<file path="config.mk">
export PLATFORM = sky130hd
export DESIGN_NAME = lsu_mem_master
export DESIGN_NICKNAME = d
export VERILOG_FILES = /design/src/rtl/lsu_mem_master.sv
export SDC_FILE = /design/constraint.sdc
export NUM_CORES = 1
export LEC_CHECK = 0
export ABC_AREA = 0
export ABC_CLOCK_PERIOD_IN_PS = 5900
export BUFFER_PORTS_ARGS = -buffer_cell sky130_fd_sc_hd__buf_2
export CAP_MARGIN = 20
export CORE_AREA = 2 2 180 182
export CTS_CLUSTER_DIAMETER = 30
export DETAILED_ROUTE_END_ITERATION = 16
export DIE_AREA = 0 0 182 184
export PLACE_DENSITY = 0.75
export SYNTH_ARGS = -nofsm -noshare
export SYNTH_HDL_FRONTEND = slang
export SYNTH_SLANG_ARGS = --single-unit
</file>
<file path="constraint.sdc">
create_clock -name clk -period 5.9 [get_ports clk]
set_input_delay 0.295 -clock clk [delete_from_list [all_inputs] [get_ports clk]]
set_output_delay 0.295 -clock clk [all_outputs]
set_load 0.01 [all_outputs]
</file>
<file path="src/rtl/lsu_mem_master.sv">
// LSU-side memory master: takes one load/store at a time, drives the physical memory
// model pins and returns aligned/extended load data over a valid/ready response.
module lsu_mem_master #(
  parameter int unsigned MEM_LATENCY = 1,
  parameter int unsigned ADDR_W      = 64
) (
  input  logic              clk,
  input  logic              rst_n,
  input  logic              req_valid,
  output logic              req_ready,
  input  logic              req_we,
  input  logic [ADDR_W-1:0] req_addr,
  input  logic [63:0]       req_wdata,
  input  logic [1:0]        req_size,
  input  logic              req_unsigned,
  output logic              resp_valid,
  input  logic              resp_ready,
  output logic [63:0]       resp_rdata,
  output logic              resp_err,
  output logic              mem_ren,
  output logic [ADDR_W-1:0] mem_raddr,
  input  logic [63:0]       mem_rdata,
  output logic              mem_wen,
  output logic [ADDR_W-1:0] mem_waddr,
  output logic [63:0]       mem_wdata,
  output logic [7:0]        mem_wmask
);

  typedef enum logic [1:0] {IDLE, ACCESS, WAIT, RESP} state_t;

  localparam logic [3:0] LAT_M1 = (MEM_LATENCY == 0) ? 4'd0 : 4'(MEM_LATENCY - 1);

  state_t            state;
  logic [3:0]        cnt;
  logic              lat_we;
  logic [2:0]        lat_lane;
  logic [1:0]        lat_size;
  logic              lat_uns;

  logic              misaligned_c;
  logic              done_c;
  logic [7:0]        size_mask_c;
  logic [ADDR_W-1:0] aligned_c;
  logic [63:0]       field_c;
  logic [63:0]       load_data_c;

  // Request decode: alignment check, lane mask and 8-byte aligned address
  always_comb begin
    misaligned_c = 1'b0;
    size_mask_c  = 8'h01;
    aligned_c    = {req_addr[ADDR_W-1:3], 3'b000};
    case (req_size)
      2'd0: begin misaligned_c = 1'b0;            size_mask_c = 8'h01; end
      2'd1: begin misaligned_c = req_addr[0];     size_mask_c = 8'h03; end
      2'd2: begin misaligned_c = |req_addr[1:0];  size_mask_c = 8'h0F; end
      default: begin misaligned_c = |req_addr[2:0]; size_mask_c = 8'hFF; end
    endcase
  end

  // Memory data is sampled at the end of ACCESS (zero latency) or the last WAIT cycle
  always_comb begin
    done_c = ((state == ACCESS) && (MEM_LATENCY == 0)) ||
             ((state == WAIT) && (cnt == 4'd0));
  end

  // Load lane extraction with sign/zero extension
  always_comb begin
    field_c     = mem_rdata >> {lat_lane, 3'b000};
    load_data_c = field_c;
    case (lat_size)
      2'd0: load_data_c = lat_uns ? {56'd0, field_c[7:0]}  : {{56{field_c[7]}},  field_c[7:0]};
      2'd1: load_data_c = lat_uns ? {48'd0, field_c[15:0]} : {{48{field_c[15]}}, field_c[15:0]};
      2'd2: load_data_c = lat_uns ? {32'd0, field_c[31:0]} : {{32{field_c[31]}}, field_c[31:0]};
      default: load_data_c = field_c;
    endcase
  end

  always_ff @(posedge clk or negedge rst_n) begin
    if (!rst_n) begin
      state      <= IDLE;
      cnt        <= 4'd0;
      lat_we     <= 1'b0;
      lat_lane   <= 3'd0;
      lat_size   <= 2'd0;
      lat_uns    <= 1'b0;
      req_ready  <= 1'b1;
      resp_valid <= 1'b0;
      resp_rdata <= 64'd0;
      resp_err   <= 1'b0;
      mem_ren    <= 1'b0;
      mem_wen    <= 1'b0;
      mem_raddr  <= '0;
      mem_waddr  <= '0;
      mem_wdata  <= 64'd0;
      mem_wmask  <= 8'd0;
    end else begin
      case (state)
        IDLE: begin
          if (req_valid && req_ready) begin
            lat_we    <= req_we;
            lat_lane  <= req_addr[2:0];
            lat_size  <= req_size;
            lat_uns   <= req_unsigned;
            req_ready <= 1'b0;
            if (misaligned_c) begin
              state      <= RESP;
              resp_valid <= 1'b1;
              resp_err   <= 1'b1;
              resp_rdata <= 64'd0;
            end else begin
              state <= ACCESS;
              if (req_we) begin
                mem_wen   <= 1'b1;
                mem_waddr <= aligned_c;
                mem_wmask <= 8'(size_mask_c << req_addr[2:0]);
                mem_wdata <= req_wdata << {req_addr[2:0], 3'b000};
              end else begin
                mem_ren   <= 1'b1;
                mem_raddr <= aligned_c;
              end
            end
          end
        end
        ACCESS: begin
          mem_ren <= 1'b0;
          mem_wen <= 1'b0;
          if (!done_c) begin
            state <= WAIT;
            cnt   <= LAT_M1;
          end
        end
        WAIT: begin
          if (!done_c) cnt <= 4'(cnt - 4'd1);
        end
        RESP: begin
          if (resp_ready) begin
            state      <= IDLE;
            resp_valid <= 1'b0;
            resp_err   <= 1'b0;
            resp_rdata <= 64'd0;
            req_ready  <= 1'b1;
          end
        end
      endcase

      // Access complete: present the response and park the memory pins at zero
      if (done_c) begin
        state      <= RESP;
        resp_valid <= 1'b1;
        resp_err   <= 1'b0;
        resp_rdata <= lat_we ? 64'd0 : load_data_c;
        mem_raddr  <= '0;
        mem_waddr  <= '0;
        mem_wdata  <= 64'd0;
        mem_wmask  <= 8'd0;
      end
    end
  end

endmodule

</file>
---- Word level (Yosys, flattened, before mapping) ----
Index checks and enable logic that the tools add are counted.
cells by class
  shift operators ......................... 3
  $mul .................................... 0
  eq/ne operators ......................... 19
  reduce and logical (&&, ||, !) cells .... 25
  divide/modulo/power cells ............... 0
  bitwise operators ....................... 0
  mux-type cells .......................... 57
  magnitude comparators ................... 0
  add/sub/neg operators ................... 1
operator list
  cell                                           count
  two-way mux 64 bit                             23
  case mux 64 bit (3 select lines)               1
  case mux 64 bit (2 select lines)               1
  << shifter 64 x 6 -> 64 bit                    1
  right shift 64 x 6 -> 64 bit                   1
  two-way mux 8 bit                              5
  case mux 8 bit (3 select lines)                1
  AND reduction 4 bit                            5
  != test 2 bit, second input constant           7
  two-way mux 1 bit                              13
  nonzero test 2 bit                             6
  != test 3 bit, second input constant           3
  AND reduction 3 bit                            3
  == test 2 bit, second input constant           4
  two-way mux 2 bit                              4
  two-way mux 4 bit                              2
  case mux 1 bit (2 select lines)                4
  case mux 4 bit (2 select lines)                1
  << shifter 8 x 3 -> 8 bit                      1
  == test 2 x 1 -> 1 bit, second input constant  3
  zero test 2 bit                                3
  case mux 2 bit (3 select lines)                1
  zero test 4 bit                                1
  != test 2 x 1 -> 1 bit, second input constant  2
  other kinds (8)                                9
storage, ports and cells
  memory bits (writable) .................. 0
  memories ................................ 0
  bits in latches ......................... 0
  register bits after elaboration ......... 282
  ROM bits ................................ 0

---- Depth between registers and ports, before layout ----
Gate-level depths: netlist of the first run.
  depth after elaboration ................. 8
  mapped depth ............................ 9
  gate-level depth less buffers ........... 7

---- Worst setup path before layout of the first run ----
Ideal clock, no wire load.
  kind .................................... register to register
  start ................................... register lat_lane[0]
  end ..................................... register resp_rdata[12]
  arrival ................................. 1.892 ns
  required time ........................... 5.774 ns
  cell stages (with the launch flop) ...... 10
  library setup time ...................... 0.126 ns
  setup slack ............................. 3.882 ns
  cell sequence ........................... dfrtp_1 buf_2 buf_4 buf_4 buf_4 mux2i_1 nand2_1 o211ai_1 o21ai_1 a221o_1
on the way
  cells in the longest elaborated chain, start to end .. 5
  elaborated cells between the ends (all ways) .. 7
  classes of those cells .................. shift: 1; mux: 6
RTL lines
  element                                RTL line    text
  start, declared                        36          logic [2:0] lat_lane;
  start signal, assigned                 101         lat_lane <= req_addr[2:0];
  right shift 64 x 6 -> 64 bit *         68          field_c = mem_rdata >> {lat_lane, 3'b000};
  two-way mux 64 bit (on tied branches)  73, 71, 72
  case mux 64 bit (3 select lines) *     70          case (lat_size)
  two-way mux 64 bit *                   151         resp_rdata <= lat_we ? 64'd0 : load_data_c;
  two-way mux 64 bit *                   147         if (done_c) begin
  end signal, assigned                   151
  end, declared                          18          output logic [63:0] resp_rdata,
Mark *: on every way between the ends. The rest lies on a longest branch, timed or not.
A chain may end at the register's enable or synchronous reset.

---- Worst setup path after layout of the first run ----
  start ................................... register lat_lane[0]
  end ..................................... register resp_rdata[16]
Same word-level chain as after synthesis.

==> results of run 1 <==
[stage by stage]
stage / area (sq um) / util (%) / setup slack, ns
4_1_cts: 19400 / 62.0 / 2.79
2_1_floorplan: 14100 / - / 3.88
3_5_place_dp: 16500 / 52.6 / 2.80
6_report: 19500 / 62.1 / 2.78
3_3_place_gp: 16500 / 52.6 / 2.88
5_1_grt: 19500 / 62.1 / 2.53
[worst max-delay path, cell delays in order, from the launching register on]
cell     delay [ns]
dfrtp_2        0.80
buf_4          0.62
mux2_2         0.30
or2_1          0.15
nand4_1        0.25
a21oi_2        0.73
a211o_1        0.20
[final timing paths]
check	cells past startpoint	to	start	slack, ns
max in group asynchronous	3	mem_waddr[12]	rst_n	4.07
worst max-delay path	6	resp_rdata[16]	lat_lane[0]	2.78
min in group asynchronous	2	resp_rdata[16]	rst_n	0.40
worst max register to register	6	resp_rdata[16]	lat_lane[0]	2.78
worst min-delay path	2	mem_wdata[2]	req_wdata[2]	0.02
worst min register to register	1	resp_rdata[15]	resp_rdata[15]	0.47
[cells in the mapped netlist, types with 25 or more instances]
master	instances
o21ai_1	64
dfrtp_1	275
mux2i_1	71
buf_2	33
nor2_1	63
a22o_1	60
mux2_2	37
nand3_1	88
a21oi_1	36
mux4_2	27
nand2_1	332
o21ai_0	67
clkbuf_1	70
a211o_1	25
[flip-flops by register name (all words and copies together) (netlist names)]
name        count
cnt             4
lat_lane        3
lat_size        2
lat_uns         1
lat_we          1
mem_raddr      61
mem_ren         1
mem_waddr      61
mem_wdata      64
mem_wen         1
mem_wmask       8
req_ready       1
resp_err        1
resp_rdata     64
resp_valid      1
state           2
[final cells by class]
| cell class | count | area, sq um |
|---|---|---|
| sequential | 276 | 6910 |
| tap | 402 | 503 |
| clock inverter | 39 | 388 |
| antenna | 7 | 17.5 |
| clock buffer | 87 | 1930 |
| multi-input combinational | 1037 | 6590 |
| fill | 2553 | 11900 |
| inverter | 12 | 45.0 |
| timing repair buffer | 542 | 3110 |
[per-layer routing]
metal  routed length [um]  up-vias
met4                 2280        6
met5                   30        -
li1                     -     6155
met3                 4910      157
met1                20000     6803
met2                25300      791
[power by group through the flow]
| stage | Combinational (mW) | Clock, mW | Sequential [mW] |
|---|---|---|---|
| 2_1_floorplan | 1.79 | 0 | 2.56 |
| 3_3_place_gp | 2.77 | 0 | 2.52 |
| 3_5_place_dp | 2.83 | 0 | 2.53 |
| 4_1_cts | 2.87 | 3.75 | 2.51 |
| 5_1_grt | 3.15 | 3.87 | 2.55 |
| 6_report | 2.92 | 3.72 | 2.51 |
[cell families (layout without fill, tap and decap cells)]
kind of cell | count (synthesis) | after routing | share of synthesized area, %
AOI/OAI and AO/OA | 364 | 364 | 17.9
DFF | 276 | 276 | 49.0
buffers and inverters | 147 | 680 | 4.63
adders and majority gates | 2 | 2 | 0.177
other | 1 | 13 | 0.0266
and+or+nand+nor | 527 | 527 | 15.7
xor gates and xnor gates | 1 | 1 | 0.0621
muxes | 137 | 137 | 12.5
==> metrics.md, run 1 <==
| Metric | Value |
|---|---|
| RSZ-0062 raised after global routing | no |
| Status | finished clean |
| Placed cells | 2,206 |
| Max cap viols | 0 |
| Crit path capture type | register |
| Slew @ Worst Pin | 0.998 ns |
| Max_slew headroom | 33.4% |
| 1st-iter DRT viols | 1,388 |
| Netlist cell types | 59 |
| Die footprint | 33,500 sq um |
| Final setup viols | 0 |
| Flops & latches, synth | 276 |
| Detailed placement HPWL | 35,600 um |
| Worst EP required | 6.36 ns |
| EDFF count, synth | 0 |
| Post-CTS Setup Repair Bufs | 0 |
| Residual DRC | 0 |
| WHS | 0.0205 ns |
| CTS Buffer Depth | 3 |
| CTS Buf Count | 69 |
| Die boundary height | 184 um |
| Met3 track demand over resource | 8.16% |
| Hold Crit Class | input pin to register |
| Syn avg cell area | 9.69 sq um |
| Fmax | 0.321 GHz |
| Leakage | 10.2 nW |
| Routing usage on met2 | 51.1% |
| Worst-path maximum fanout | 38 |
| Routed len/inst | 21.9 um |
| Switch Pwr | 3.28 mW |
| Design Power | 9.15 mW |
| Final Wtd Congestion | 0.943 |
| Number of global-route vias before repair | 13,800 |
| Power share of the clock group | 40.6% |
| Clock latency on the worst-skew pair | 0.55 ns |
| Synth top area share | 48.8% |
| Ports | 469 |
| Synth Flop Type | dfrtp_1 |
| Final #Nets | 2,140 |
| Ys Warns | 0 |
| WP data arrival | 3.58 ns |
| Fraction of layout cells with a size suffix above 1 | 34.7% |
| H-Tree Depth | 3 |
| Sequential area share after synthesis | 49.0% |
| Area Growth Syn to Fin | 38.3% |
| Hold_buf cts | 62 |
| Reg power frac | 27.5% |
| Starting density of the core | 44.9% |
| Net Sw Frac | 35.8% |
| Initial antenna violation count | 8 |
| CTS root buf | clkbuf_16 |
| CORE AREA | 31,400 sq um |
| Final critical-path share of the clock period | 52.9% |
| Clock Skew | 0.0307 ns |
| Worst vdd ir | 0.231 mV |
| Finished Layout Cells | 2,402 |
| DR vias | 13,900 |
| Largest net degree at the start of global routing | 174 |
| Busiest grt layer | met2 |
| CTS clock-pin slew for the worst setup and hold paths | 0.05 ns |
| Critical path type | register to register |
| Startpoint Class | register |
| Final hold violation count | 0 |
| Internal power | 5.87 mW |
| ANT nets after route | 0 |
| Pins Over Slew Limit | 0 |
| Total Routing Usage GR | 30.6% |
| Logic pwr share | 31.9% |
| Final wirelength | 52,600 um |
| Tmin final | 3.12 ns |
| # rows | 65 |
| Gate Count Post-Synth | 1,455 |
| Setup TNS | 0 ns |
| Met1 Use GR | 37.1% |
| Commonest non-fill, non-tap cells in the layout | 460 x buf_2, 332 x nand2_1, 273 x dfrtp_1 |
| Pwr Density | 469 nW/um^2 |
| # clock sinks | 276 |
| Port bufs | 462 |
| Post-CTS resize count | 0 |
| Drt pass-1 iters | 6 |
| CTS tree | yes |
| GR Overflow Total | 0 |
| Via density | 5.79 |
| First-pass GRT wire length | 79,500 um |
| Most common cell after layout, fill and taps aside | buf_2 |
| Cell taking the most area after synthesis | dfrtp_1 |
| DIE WIDTH | 182 um |
| Netlist Area Pre-Place | 14,100 sq um |
| Asr flop ratio synth | 100% |
| Area contributors post-synth | dfrtp_1 49%, nand2_1 8.8%, mux2i_1 5.0%, mux4_2 4.3%, a22o_1 3.7% |
Power figures use the tool's default switching activity.
==> run 2: changes to the inputs <==
--- a/config.mk
+++ b/config.mk
@@ -6,7 +6,7 @@
 export NUM_CORES = 1
 export LEC_CHECK = 0
 export ABC_AREA = 0
-export ABC_CLOCK_PERIOD_IN_PS = 5900
+export ABC_CLOCK_PERIOD_IN_PS = 3000
 export BUFFER_PORTS_ARGS = -buffer_cell sky130_fd_sc_hd__buf_2
 export CAP_MARGIN = 20
 export CORE_AREA = 2 2 180 182
==> constraint.sdc (replaced) <==
create_clock -name clk -period 3 [get_ports clk]
set_input_delay 0.15 -clock clk [delete_from_list [all_inputs] [get_ports clk]]
set_output_delay 0.15 -clock clk [all_outputs]
set_load 0.01 [all_outputs]
==> metrics.md, run 2 (synthesized netlist as in run 1, its figures left out) <==
| Metric | Value |
|---|---|
| Status | finished clean |
| Final #Nets | 2,169 (+1.4%) |
| Pwr Density | 932 nW/um^2 (+99%) |
| Tmin final | 2.49 ns (-0.633 ns) |
| Die footprint | 33,500 sq um (unchanged) |
| Number of global-route vias before repair | 14,200 (+2.9%) |
| Final setup viols | 0 (unchanged) |
| Initial antenna violation count | 7 (-1) |
| Clock latency on the worst-skew pair | 0.55 ns (about the same) |
| Setup TNS | 0 ns (unchanged) |
| Detailed placement HPWL | 35,800 um (+0.66%) |
| Final hold violation count | 0 (unchanged) |
| Max_slew headroom | 43.5% (+10 points) |
| 1st-iter DRT viols | 1,479 (+6.6%) |
| Final Wtd Congestion | 0.951 (+0.82%) |
| Port bufs | 462 (unchanged) |
| # rows | 65 (unchanged) |
| Worst EP required | 3.41 ns (-2.95 ns) |
| Hold Crit Class | input pin to register |
| DIE WIDTH | 182 um (unchanged) |
| CTS tree | yes |
| # clock sinks | 276 (unchanged) |
| Placed cells | 2,215 (+0.41%) |
| WHS | 0.0312 ns (+0.0107 ns) |
| Largest net degree at the start of global routing | 123 (-29%) |
| Critical path type | register to register |
| CTS root buf | clkbuf_16 |
| CTS Buffer Depth | 3 (unchanged) |
| Post-CTS Setup Repair Bufs | 0 (unchanged) |
| Fmax | 0.402 GHz (+25%) |
| CTS Buf Count | 68 (-1.4%) |
| CORE AREA | 31,400 sq um (unchanged) |
| RSZ-0062 raised after global routing | no |
| Pins Over Slew Limit | 0 (unchanged) |
| Final wirelength | 52,500 um (-0.19%) |
| Hold_buf cts | 84 (+35%) |
| Area Growth Syn to Fin | 42.0% |
| H-Tree Depth | 3 (unchanged) |
| Clock Skew | 0.0256 ns (-0.00509 ns) |
| Ports | 469 (unchanged) |
| Max cap viols | 0 (unchanged) |
| Fin area | 20,000 sq um (+2.7%) |
| Commonest non-fill, non-tap cells in the layout | 460 x buf_2, 332 x nand2_1, 273 x dfrtp_1 |
| WP data arrival | 2.90 ns (-0.68 ns) |
| Post-CTS resize count | 0 (unchanged) |
| Residual DRC | 0 (unchanged) |
| First-pass GRT wire length | 80,100 um (+0.75%) |
| Starting density of the core | 44.9% (unchanged) |
| Most common cell after layout, fill and taps aside | buf_2 |
| Routed len/inst | 21.6 um (-1.3%) |
| Fraction of layout cells with a size suffix above 1 | 34.9% (+0.15 points) |
| Total Routing Usage GR | 30.8% (+0.16 points) |
| Via density | 5.80 (+0.14%) |
| Finished Layout Cells | 2,428 (+1.1%) |
| Startpoint Class | register |
| CTS clock-pin slew for the worst setup and hold paths | 0.04 ns (about the same) |
| Drt pass-1 iters | 7 (+1) |
| ANT nets after route | 0 (unchanged) |
| Die boundary height | 184 um (unchanged) |
| Final critical-path share of the clock period | 82.9% (+30 points) |
| Slew @ Worst Pin | 0.841 ns (-0.157 ns) |
| Biggest registers after layout | mem_wdata x64, resp_rdata x64 |
| GR Overflow Total | 0 (unchanged) |
| DR vias | 14,100 (+1.2%) |
| Crit path capture type | register |
| Worst-path maximum fanout | 31 (-18%) |
| Worst vdd ir | 0.623 mV (+170%) |
| Placed inst area | 16,700 sq um (+0.86%) |
| Leakage | 10.4 nW (+2.0%) |
-- run 2: power breakdown --
group / total [mW] / switching [mW] / internal (mW)
Combinational: 5.85 / 3.61 / 2.24
Clock: 7.91 / 2.46 / 5.45
Sequential: 4.90 / 0.503 / 4.40
Total: 18.7 / 6.57 / 12.1
-- run 2: per-stage QoR --
stage	setup slack, ns	utilization [%]	total power, mW
finish	0.514	63.8	18.7
global route	0.271	63.8	19.5
floorplan	0.982	-	8.56
detailed placement	0.527	53.1	10.6
global placement	0.587	53.1	10.5
CTS	0.513	63.7	18.7
-- run 2: metal layers --
layer | global-route usage [%] | up-vias | part of all wire (%)
li1 | - | 6217 | -
met1 | 38.0 | 6736 | 38
met2 | 50.3 | 929 | 47
met3 | 6.58 | 200 | 9.3
met4 | 17.8 | 0 | 5.9
met5 | 0 | - | 0
-- run 2: final timing paths --
kind | start | end | slack, ns | depth (start not counted)
setup / recovery | lat_lane[1] | resp_rdata[42] | 0.51 | 6
hold / removal | req_size[1] | lat_size[1] | 0.03 | 2
setup reg to reg | lat_lane[1] | resp_rdata[42] | 0.51 | 6
hold reg to reg | resp_rdata[18] | resp_rdata[18] | 0.48 | 1
max in group asynchronous | rst_n | mem_wdata[33] | 1.90 | 3
min in group asynchronous | rst_n | mem_raddr[43] | 0.22 | 2
-- run 2: cell type report --
cell class / count / area [sq um]
repair buffers: 572 / 3450
diodes: 7 / 17.5
clock inverters: 46 / 689
flip-flops and latches: 276 / 6910
multi-input cells: 1037 / 6590
well taps: 402 / 503
fillers: 2404 / 11400
clock buffers: 76 / 1810
inverters: 12 / 45.0
-- run 2: critical path, stage by stage (launching register included) --
cell	delay (ns)
dfrtp_2	0.47
nor2b_1	0.69
a22oi_1	0.24
a41oi_1	0.35
a31oi_2	0.12
buf_4	0.26
a22o_1	0.22
==> run 3: changes to the inputs <==
--- a/config.mk
+++ b/config.mk
@@ -6,14 +6,14 @@
 export NUM_CORES = 1
 export LEC_CHECK = 0
 export ABC_AREA = 0
-export ABC_CLOCK_PERIOD_IN_PS = 3000
+export ABC_CLOCK_PERIOD_IN_PS = 2240
 export BUFFER_PORTS_ARGS = -buffer_cell sky130_fd_sc_hd__buf_2
 export CAP_MARGIN = 20
 export CORE_AREA = 2 2 180 182
 export CTS_CLUSTER_DIAMETER = 30
 export DETAILED_ROUTE_END_ITERATION = 16
 export DIE_AREA = 0 0 182 184
-export PLACE_DENSITY = 0.75
+export PLACE_DENSITY = 0.78
 export SYNTH_ARGS = -nofsm -noshare
 export SYNTH_HDL_FRONTEND = slang
 export SYNTH_SLANG_ARGS = --single-unit
==> constraint.sdc (replaced) <==
create_clock -name clk -period 2.24 [get_ports clk]
set_input_delay 0.112 -clock clk [delete_from_list [all_inputs] [get_ports clk]]
set_output_delay 0.112 -clock clk [all_outputs]
set_load 0.01 [all_outputs]
==> metrics.md, run 3 (synthesized netlist as in run 1, its figures left out) <==
| Metric | Value |
|---|---|
| Fmax | 0.472 GHz (+17%) |
| Number of global-route vias before repair | 14,600 (+3.3%) |
| Setup TNS | 0 ns (unchanged) |
| Met3 track demand over resource | 8.32% (+1.7 points) |
| CTS Buf Count | 60 (-12%) |
| Startpoint Class | register |
| Max cap viols | 0 (unchanged) |
| Worst EP required | 2.67 ns (-0.74 ns) |
| Final critical-path share of the clock period | 94.6% (+12 points) |
| # rows | 65 (unchanged) |
| CTS root buf | clkbuf_16 |
| Worst-path maximum fanout | 30 (-3.2%) |
| WP data arrival | 2.55 ns (-0.35 ns) |
| Final hold violation count | 0 (unchanged) |
| Biggest registers after layout | mem_wdata x64, resp_rdata x64 |
| ANT nets after route | 0 (unchanged) |
| CTS Buffer Depth | 3 (unchanged) |
| Starting density of the core | 44.9% (unchanged) |
| Die boundary height | 184 um (unchanged) |
| Busiest grt layer | met2 |
| Ports | 469 (unchanged) |
| H-Tree Depth | 2 (-1) |
| 1st-iter DRT viols | 1,431 (-3.2%) |
| Port bufs | 462 (unchanged) |
| Residual DRC | 0 (unchanged) |
| Via density | 5.86 (+0.99%) |
| Routed len/inst | 22.3 um (+3.4%) |
| Die footprint | 33,500 sq um (unchanged) |
| Fill cells | 2,431 (+1.1%) |
| DIE WIDTH | 182 um (unchanged) |
| Clock Skew | 0.0477 ns (+0.0221 ns) |
| Initial antenna violation count | 5 (-2) |
| RSZ-0062 raised after global routing | no |
| CTS clock-pin slew for the worst setup and hold paths | 0.05 ns (about the same) |
| # clock sinks | 276 (unchanged) |
| Worst vdd ir | 0.844 mV (+35%) |
| Final Wtd Congestion | 0.999 (+5.0%) |
| Drt pass-1 iters | 6 (-1) |
| Total Routing Usage GR | 32.4% (+1.6 points) |
| Max stage delay on crit path | 0.41 ns (-0.28 ns) |
| Finished Layout Cells | 2,456 (+1.2%) |
| Pwr Density | 1200 nW/um^2 (+29%) |
| Critical path type | register to register |
| Area Growth Syn to Fin | 43.3% |
| Largest net degree at the start of global routing | 98 (-20%) |
| GR Overflow Total | 0 (unchanged) |
| Final #Nets | 2,201 (+1.5%) |
| CP max stage cell | dfrtp_1 |
| Final setup viols | 0 (unchanged) |
| Commonest non-fill, non-tap cells in the layout | 460 x buf_2, 332 x nand2_1, 272 x dfrtp_1 |
| Hold Crit Class | input pin to register |
| Top delay family on crit path | compound AO/OA/AOI/OAI gates |
| Placed cells | 2,245 (+1.4%) |
| Most common cell after layout, fill and taps aside | buf_2 |
| Crit-path cells | inv_1 -> ha_1 -> nor3b_1 -> or2_2 -> nand2_1 -> a22o_2 -> buf_12 -> a221o_1 |
| CORE AREA | 31,400 sq um (unchanged) |
| First-pass GRT wire length | 84,700 um (+5.8%) |
| Worst Setup SP | cnt[0] |
| Crit Reg-Reg Startpoint | cnt[0] |
| Detailed placement HPWL | 37,200 um (+3.6%) |
| Slew @ Worst Pin | 0.864 ns (+0.0229 ns) |
| Pins Over Slew Limit | 0 (unchanged) |
| Bufs and invs on worst path | 2 (+1) |
| Min-delay src | req_wdata[18] |
| DR vias | 14,400 (+2.2%) |
| Clock latency on the worst-skew pair | 0.59 ns (+0.04 ns) |
| Max_slew headroom | 42.4% (-1.1 points) |
| Met1 Use GR | 39.8% (+1.8 points) |
| CTS tree | yes |
| Leakage | 10.5 nW (+0.75%) |
| Tmin final | 2.12 ns (-0.368 ns) |
| Status | finished clean |
| Finished Core Util | 64.3% (+0.59 points) |
| Fraction of layout cells with a size suffix above 1 | 35.4% (+0.55 points) |
| Routing usage on met2 | 53.4% (+3.1 points) |
| Final wirelength | 54,900 um (+4.6%) |
| Crit path capture type | register |
## run 3: worst paths after layout
kind,cells after the start,endpoint,slack (ns)
worst max-delay path,8,resp_rdata[8],0.12
worst min-delay path,4,mem_wdata[26],0.01
worst max register to register,8,resp_rdata[8],0.12
worst min register to register,1,resp_rdata[31],0.48
max in group asynchronous,3,mem_wdata[32],1.37
min in group asynchronous,2,resp_rdata[22],0.08
## run 3: final cells by class
class	count	area (sq um)	share of cell area, %
Inverter	12	45.0	0.223
Antenna cell	4	10.0	0.0496
Sequential cell	276	6910	34.2
Multi-Input combinational cell	1037	6610	32.7
Tap cell	402	503	2.49
Clock inverter	46	616	3.05
Clock buffer	67	1570	7.76
Timing Repair Buffer	612	3940	19.5
## run 3: timing repair
item	in CTS	in global routing
setup buffers	0	1
hold endpoints to repair	354	0
gates resized for setup	1	6
hold buffers	93	0
endpoints found under the setup margin	15	43
## run 3: report_power, final
part,switching [mW],total (mW),internal (mW)
clock network,3.27,9.37,6.10
logic,4.96,8.37,3.41
registers,0.686,6.58,5.90
total,8.92,24.3,15.4
## run 3: tightest hold or removal path: cells and delay by family
family | cells | cell delay (ns)
buffers and inverters | 1 | 0.09
AO/OA/AOI/OAI | 1 | 0.16
AND/OR/NAND/NOR | 1 | 0.11
multiplexers | 1 | 0.10
## run 3: through the flow
stage	worst slack, ns	power [mW]	instance area [sq um]	hold slack [ns]
after detailed placement	0.00148	14.6	17000	0.106
after floorplan	0.222	11.5	14100	-0.184
final	0.122	24.3	20200	0.0128
after global placement	0.0463	14.5	17000	0.0920
after global routing	0.00567	25.4	20200	0.0476
after CTS	0.0576	24.2	20200	0.00469
## run 3: layer usage
metal,routed length [um],share of wire [%]
met1,20500,37
met2,26200,48
met3,5270,9.6
met4,2840,5.2
met5,22,0.040
